File: config.mk
export PLATFORM = sky130hd
export DESIGN_NAME = sram_sp_bytemask_ctl
export DESIGN_NICKNAME = d
export VERILOG_FILES = /design/src/rtl/sram_sp_bytemask_ctl.sv
export SDC_FILE = /design/constraint.sdc
export NUM_CORES = 2
export LEC_CHECK = 0
export ABC_CLOCK_PERIOD_IN_PS = 8400
export CORE_ASPECT_RATIO = 0.8
export CORE_MARGIN = 1.5
export CORE_UTILIZATION = 45
export DETAILED_ROUTE_END_ITERATION = 16
export GPL_TIMING_DRIVEN = 0
export MAX_ROUTING_LAYER = met4
export PLACE_DENSITY = 0.69
export SYNTH_ARGS = -nofsm -noshare
export SYNTH_HDL_FRONTEND = slang
export SYNTH_SLANG_ARGS = --single-unit
File: constraint.sdc
create_clock -name clk -period 8.4 [get_ports clk]
set_clock_uncertainty 0.05 [all_clocks]
set_input_delay 1.68 -clock clk [delete_from_list [all_inputs] [get_ports clk]]
set_output_delay 1.68 -clock clk [all_outputs]
set_load 0.05 [all_outputs]
File: src/rtl/sram_sp_bytemask_ctl.sv
// Single-port byte-masked SRAM with request/response handshake, post-reset zero-fill and out-of-range flagging.
// Optional build macro SRAM_OUTREG_EN adds an output register stage (read latency 2 instead of 1).

module sram_sp_bytemask_ctl #(
    parameter int DATA_W   = 32,
    parameter int DEPTH    = 128,
    parameter int CLEAR_EN = 1,
    localparam int NB      = DATA_W / 8,
    localparam int AW      = (DEPTH > 1) ? $clog2(DEPTH) : 1
) (
    input  logic              clk,
    input  logic              rst,
    input  logic              req_valid,
    output logic              req_ready,
    input  logic              req_we,
    input  logic [NB-1:0]     req_be,
    input  logic [AW-1:0]     req_addr,
    input  logic [DATA_W-1:0] req_wdata,
    output logic              rsp_valid,
    output logic [DATA_W-1:0] rsp_rdata,
    output logic              rsp_err,
    output logic              init_done
);

    localparam logic [AW-1:0] LAST_ADDR = AW'(DEPTH - 1);
    localparam logic [AW:0]   DEPTH_W   = (AW + 1)'(DEPTH);

    typedef enum logic {
        ST_CLEAR = 1'b0,
        ST_IDLE  = 1'b1
    } state_e;

    state_e            state_q, state_d;
    logic [AW-1:0]     clr_ptr_q, clr_ptr_d;
    logic              fill_we;

    logic              hs;
    logic              in_range;
    logic              wr_en;
    logic              rd_hs;

    logic [DATA_W-1:0] mem_q [DEPTH];

    logic              rd_valid_q, rd_valid_d;
    logic              rd_err_q, rd_err_d;
    logic [DATA_W-1:0] rd_data_q, rd_data_d;

    // ------------------------------------------------------------------
    // Control FSM: CLEAR walks every word once, then IDLE serves requests.
    // ------------------------------------------------------------------
    always_ff @(posedge clk) begin
        if (rst) begin
            state_q   <= (CLEAR_EN != 0) ? ST_CLEAR : ST_IDLE;
            clr_ptr_q <= '0;
        end else begin
            state_q   <= state_d;
            clr_ptr_q <= clr_ptr_d;
        end
    end

    always_comb begin
        state_d   = state_q;
        clr_ptr_d = clr_ptr_q;
        fill_we   = 1'b0;
        case (state_q)
            ST_CLEAR: begin
                fill_we = 1'b1;
                if (clr_ptr_q == LAST_ADDR) begin
                    state_d   = ST_IDLE;
                    clr_ptr_d = '0;
                end else begin
                    clr_ptr_d = clr_ptr_q + AW'(1);
                end
            end
            ST_IDLE: begin
                state_d = ST_IDLE;
            end
            default: begin
                state_d = ST_IDLE;
            end
        endcase
    end

    // Handshake: a request transfers on a rising edge where req_valid and
    // req_ready are both high; the requester holds it stable until then.
    // Responses are a single-cycle rsp_valid pulse with no backpressure.
    assign req_ready = (state_q == ST_IDLE) & ~rst;
    assign init_done = (state_q == ST_IDLE) & ~rst;

    assign hs       = req_valid & req_ready;
    assign in_range = {1'b0, req_addr} < DEPTH_W;
    assign wr_en    = hs & req_we & in_range;
    assign rd_hs    = hs & ~req_we;

    // Storage has no reset; only the fill sequence initialises it.
    always_ff @(posedge clk) begin
        if (fill_we) begin
            mem_q[clr_ptr_q] <= '0;
        end else if (wr_en) begin
            for (int i = 0; i < NB; i++) begin
                if (req_be[i]) begin
                    mem_q[req_addr][8*i +: 8] <= req_wdata[8*i +: 8];
                end
            end
        end
    end

    // ------------------------------------------------------------------
    // Read stage: data and error captured only on a read handshake so the
    // response bus holds its last value between reads.
    // ------------------------------------------------------------------
    always_comb begin
        rd_valid_d = rd_hs;
        rd_err_d   = rd_err_q;
        rd_data_d  = rd_data_q;
        if (rd_hs) begin
            rd_err_d  = ~in_range;
            rd_data_d = in_range ? mem_q[req_addr] : '0;
        end
    end

    always_ff @(posedge clk) begin
        if (rst) begin
            rd_valid_q <= 1'b0;
            rd_err_q   <= 1'b0;
            rd_data_q  <= '0;
        end else begin
            rd_valid_q <= rd_valid_d;
            rd_err_q   <= rd_err_d;
            rd_data_q  <= rd_data_d;
        end
    end

`ifdef SRAM_OUTREG_EN
    logic              out_valid_q, out_valid_d;
    logic              out_err_q, out_err_d;
    logic [DATA_W-1:0] out_data_q, out_data_d;

    always_comb begin
        out_valid_d = rd_valid_q;
        out_err_d   = out_err_q;
        out_data_d  = out_data_q;
        if (rd_valid_q) begin
            out_err_d  = rd_err_q;
            out_data_d = rd_data_q;
        end
    end

    always_ff @(posedge clk) begin
        if (rst) begin
            out_valid_q <= 1'b0;
            out_err_q   <= 1'b0;
            out_data_q  <= '0;
        end else begin
            out_valid_q <= out_valid_d;
            out_err_q   <= out_err_d;
            out_data_q  <= out_data_d;
        end
    end

    assign rsp_valid = out_valid_q;
    assign rsp_err   = out_err_q;
    assign rsp_rdata = out_data_q;
`else
    assign rsp_valid = rd_valid_q;
    assign rsp_err   = rd_err_q;
    assign rsp_rdata = rd_data_q;
`endif

endmodule

==> impl_summary.md <==
Global routing
The global-route wire length before repair is 900,000 microns. The number of antenna violations at the first check in global routing is 144. The overall global routing resource usage is 40.6%. The largest net degree at the start of global routing is 93. The via count of the first global-routing pass is 86,585. The overall overflow remaining after global route is 0.

Critical path
On the worst path, the slowest cell contributes a delay of 1150 ps. The library cell contributing the largest single delay on the critical path is sky130_fd_sc_hd__clkbuf_1. In this run the worst setup path terminates at mem_q[114][6]. The type of element launching the critical path is an input port. STA classifies the critical path endpoint as a flip-flop. The worst register-to-register path begins at state_q.

The classification of the worst setup path is in2reg. Along the worst path, the maximum fanout reaches 11. Among the stages of the critical path, the cell type that occurs most often is sky130_fd_sc_hd__buf_2.

The worst-case reg-to-reg path depth is 9. Walking the worst path, the cells encountered are buf_4, buf_4, buf_2, buf_2, clkbuf_1, mux2_2, nand2_1, buf_2, nor2_1. The start point of the critical path is req_addr[1]. The terminus of the critical flop-to-flop path is mem_q[114][6]. For flop-to-flop paths, the worst setup slack is 2750 ps.

The arrival time of the worst setup path is 8330 ps. STA puts the critical path data required time at 8950 ps.

Clock tree
CTS placed an instance of sky130_fd_sc_hd__clkbuf_16 at the clock tree root. The post-CTS setup buffer count is 0. TritonCTS created 397 clock buffers.

Clock latency on the worst-skew pair, taken at its later pin, is 1040 ps. The count of hold buffers inserted by post-cts repair is 0. The clock drives 4,137 sinks.

CTS built an H-tree with a depth of 5. The clock tree from TritonCTS is done. Clock-pin slew was measured on the worst setup and hold paths at 70 ps. The longest clock path from root to sink contains 4 buffers. The number of gates resized after cts is 0.

Floorplanning
The overall die area is 0.361 sq mm. The top-level I/O count is 83. The number of cell rows is 196.

The initial cell density of the core is 45.2%. The floorplan core area is 0.356 sq mm. The floorplan step set the die height to 538 microns.

The die is 672 microns wide.

Yosys
After technology mapping, the gate count stands at 7,731. The combinational family with the most area after synthesis is multiplexers. The post-synthesis simple-gate area fraction is 3.37%. The adder-cell share of the synthesized area is 0.00778%. The synthesized netlist net count is 7,779. Summing the areas of all compound-gate instances in the mapped netlist gives 2.63% of the synthesized area.

In this run, synthesis produced a sequential element count of 4,137. The portion of netlist area occupied by mux cells is 15.3%. After Yosys synthesis, XOR and XNOR cells account for 0.0272% of the synthesized area. The post-synthesis sequential area ratio is 76.9%. In this run, synthesis inferred 4,096 flip-flops with an integrated enable. The cell area after synthesis is 0.161 sq mm. The number of warnings reported in the yosys synthesis log is 0. The number of different library cells in the post-synthesis netlist is 70. The average size of a mapped cell is 20.8 sq um.

The flip-flop cell with the highest count after synthesis is sky130_fd_sc_hd__edfxtp_1. The share of synthesized flip-flops with an asynchronous set or reset is 0%.

Place
The number of placed instances, taps included, is 12,640. Routability-driven placement finished with a final weighted congestion of 1.12. The count of input and output buffers is 74. The HPWL after detailed placement is 503,000 microns. The area after detailed placement is 0.170 sq mm.

Power
The internal power is 32.9 mW. The static leakage is 58.4 nW. The power dissipated by switching net loads is 10.5 mW. Combinational logic is responsible for 6.5% of the overall power.

The power density of the placed cells is 237 mW/mm^2. The clock power share is 41.9%. The worst-case IR drop observed on VDD is 0.000196 V. In this run switching power makes up 24.1% of total power.

The portion of total power attributed to sequential cells is 51.6%.

Timing
Setup repair after global routing left no endpoint under its margin. The normalized max-slew margin is -10.8%. The final hold violation count is 0.

The transition time at the pin with the least slew margin is 1660 ps. Setup violations remaining at the end of the flow were counted as 0. The upper clock frequency limit is 0.129 GHz. The count of final max-slew check failures was 168.

The worst path in the final design needs a cycle of 7780 ps, including I/O delays and setup. The final critical path takes up 92.6% of the cycle.

Outcome
The checks that failed: capacitance limit, slew limit. The run finished, with violations left.

Route
The total iterations of the first detailed-routing run is 9. The count of nets left with antenna violations once routing finished came out at 0. Across all layers, the routed design uses 97,364 vias. For this run, design rule violations remaining after detail routing come to 0.

The iteration-0 DRC count of the detailed router is 22,140. The post-detailed-route via-to-cell ratio is 7.19. Wires add up to 721,000 microns. The routed length per placed instance is 53.2 microns.

Final layout
The layout net count is 8,339. The number of standard cells in the layout, taps in and fillers out is 13,536. The most common library cell in the layout ignoring fill and taps is sky130_fd_sc_hd__edfxtp_1.

Relative to the synthesized area, the layout overhead comes to 13.8%. After routing the design area is 0.183 sq mm. The library cells used most frequently in the layout, excluding fill and tap cells, are sky130_fd_sc_hd__edfxtp_1, sky130_fd_sc_hd__mux4_2, sky130_fd_sc_hd__nor2_1. The post-route netlist has 23.2% of its cells at a drive strength greater than 1.

Run
The tool flagged a number of max-cap violations equal to 19.

Worst hold path
The worst hold path belongs to the class reg2reg.
cells in the mapped netlist, drive strengths merged (6+ instances only):
library cell,number,share of area (%)
nor2,630,1.5
a32oi,16,0.087
clkbuf,163,0.38
nand2b,13,0.051
nor2b,13,0.051
nand3b,6,0.028
and2,60,0.23
a211oi,39,0.18
nor3,57,0.18
o221ai,33,0.18
a22oi,171,0.80
o31ai,7,0.033
buf,303,1.3
or3,10,0.039
o211ai,18,0.084
a21oi,46,0.14
edfxtp,4096,76
nand2,204,0.48
a221oi,8,0.047
o21ai,99,0.31
nand4,8,0.031
mux2,23,0.16
nor4,24,0.093
o22ai,107,0.42
a32o,6,0.037
and3,37,0.14
dfxtp,41,0.51
mux4,940,13
a31oi,42,0.16
nand3,141,0.44
mux2i,306,1.9
flip-flops by register name, summed over array words and instances (netlist names):
register,flops
rsp_rdata,32
rsp_valid,1
state_q,1
clr_ptr_q,7
mem_q,4096
critical path: cells and delay by family:
| family | cells | cell delay (ps) |
|---|---|---|
| buffers and inverters | 6 | 4140 |
| multiplexers | 1 | 420 |
| AND/OR/NAND/NOR | 2 | 1960 |
layout make-up:
type                            count  area, sq um
Inverter                            6         25.0
Antenna cell                      155          388
Sequential cell                  4137       124000
Fill cell                       27812       173000
Clock buffer                      471        10300
Tap cell                         4752         5950
Buffer                            466         2860
Clock inverter                    266         2550
Multi-Input combinational cell   3122        34600
Timing Repair Buffer              161         2700
cell families (layout without fill, tap and decap cells):
family,Yosys count,in the layout
DFF,4137,4137
other,1,156
muxes,1269,1269
buffers and inverters,472,1370
and+or+nand+nor,1227,1227
AOI/OAI and AO/OA,619,619
xor gates and xnor gates,5,5
adders and majority gates,1,1
routing by layer:
layer / wire length, microns / GRT usage (%) / vias up
met1: 243000 / 49.5 / 50964
met3: 143000 / 23.8 / 2137
li1: - / - / 33531
met5: 0 / - / -
met2: 280000 / 50.7 / 10732
met4: 54500 / 25.1 / 0
power groups by stage:
stage          Sequential [mW]  Clock [mW]  Combinational [mW]
6_report                  22.4        18.2                2.82
5_1_grt                   22.4        18.7                2.63
4_1_cts                   22.4        17.9                2.55
3_5_place_dp              22.9           0                2.54
3_3_place_gp              22.8           0                2.50
2_1_floorplan             22.8           0                1.01
how the worst min path moves through the flow:
stage,from,to,slack (ps),cells past startpoint
after floorplan,clr_ptr_q[1],clr_ptr_q[1],500,2
after global placement,rsp_rdata[4],rsp_rdata[4],610,2
after detailed placement,rsp_rdata[25],rsp_rdata[25],610,2
after CTS,rsp_rdata[25],rsp_rdata[25],620,2
after global routing,rsp_rdata[21],rsp_rdata[21],640,2
final,rsp_rdata[25],rsp_rdata[25],610,2
metrics by stage:
step / setup WS [ps] / total power, mW / setup TNS, ps / hold WS, ps / util, %
2_1_floorplan: 3160 / 23.9 / 0 / 497 / -
3_3_place_gp: -1320 / 25.4 / -2931020 / 608 / 47.1
3_5_place_dp: 344 / 25.4 / 0 / 609 / 47.7
4_1_cts: 1350 / 42.9 / 0 / 617 / 51.3
5_1_grt: 1240 / 43.7 / 0 / 640 / 51.4
6_report: 618 / 43.4 / 0 / 611 / 51.4
No activity file was read; power rests on OpenSTA's default activity.
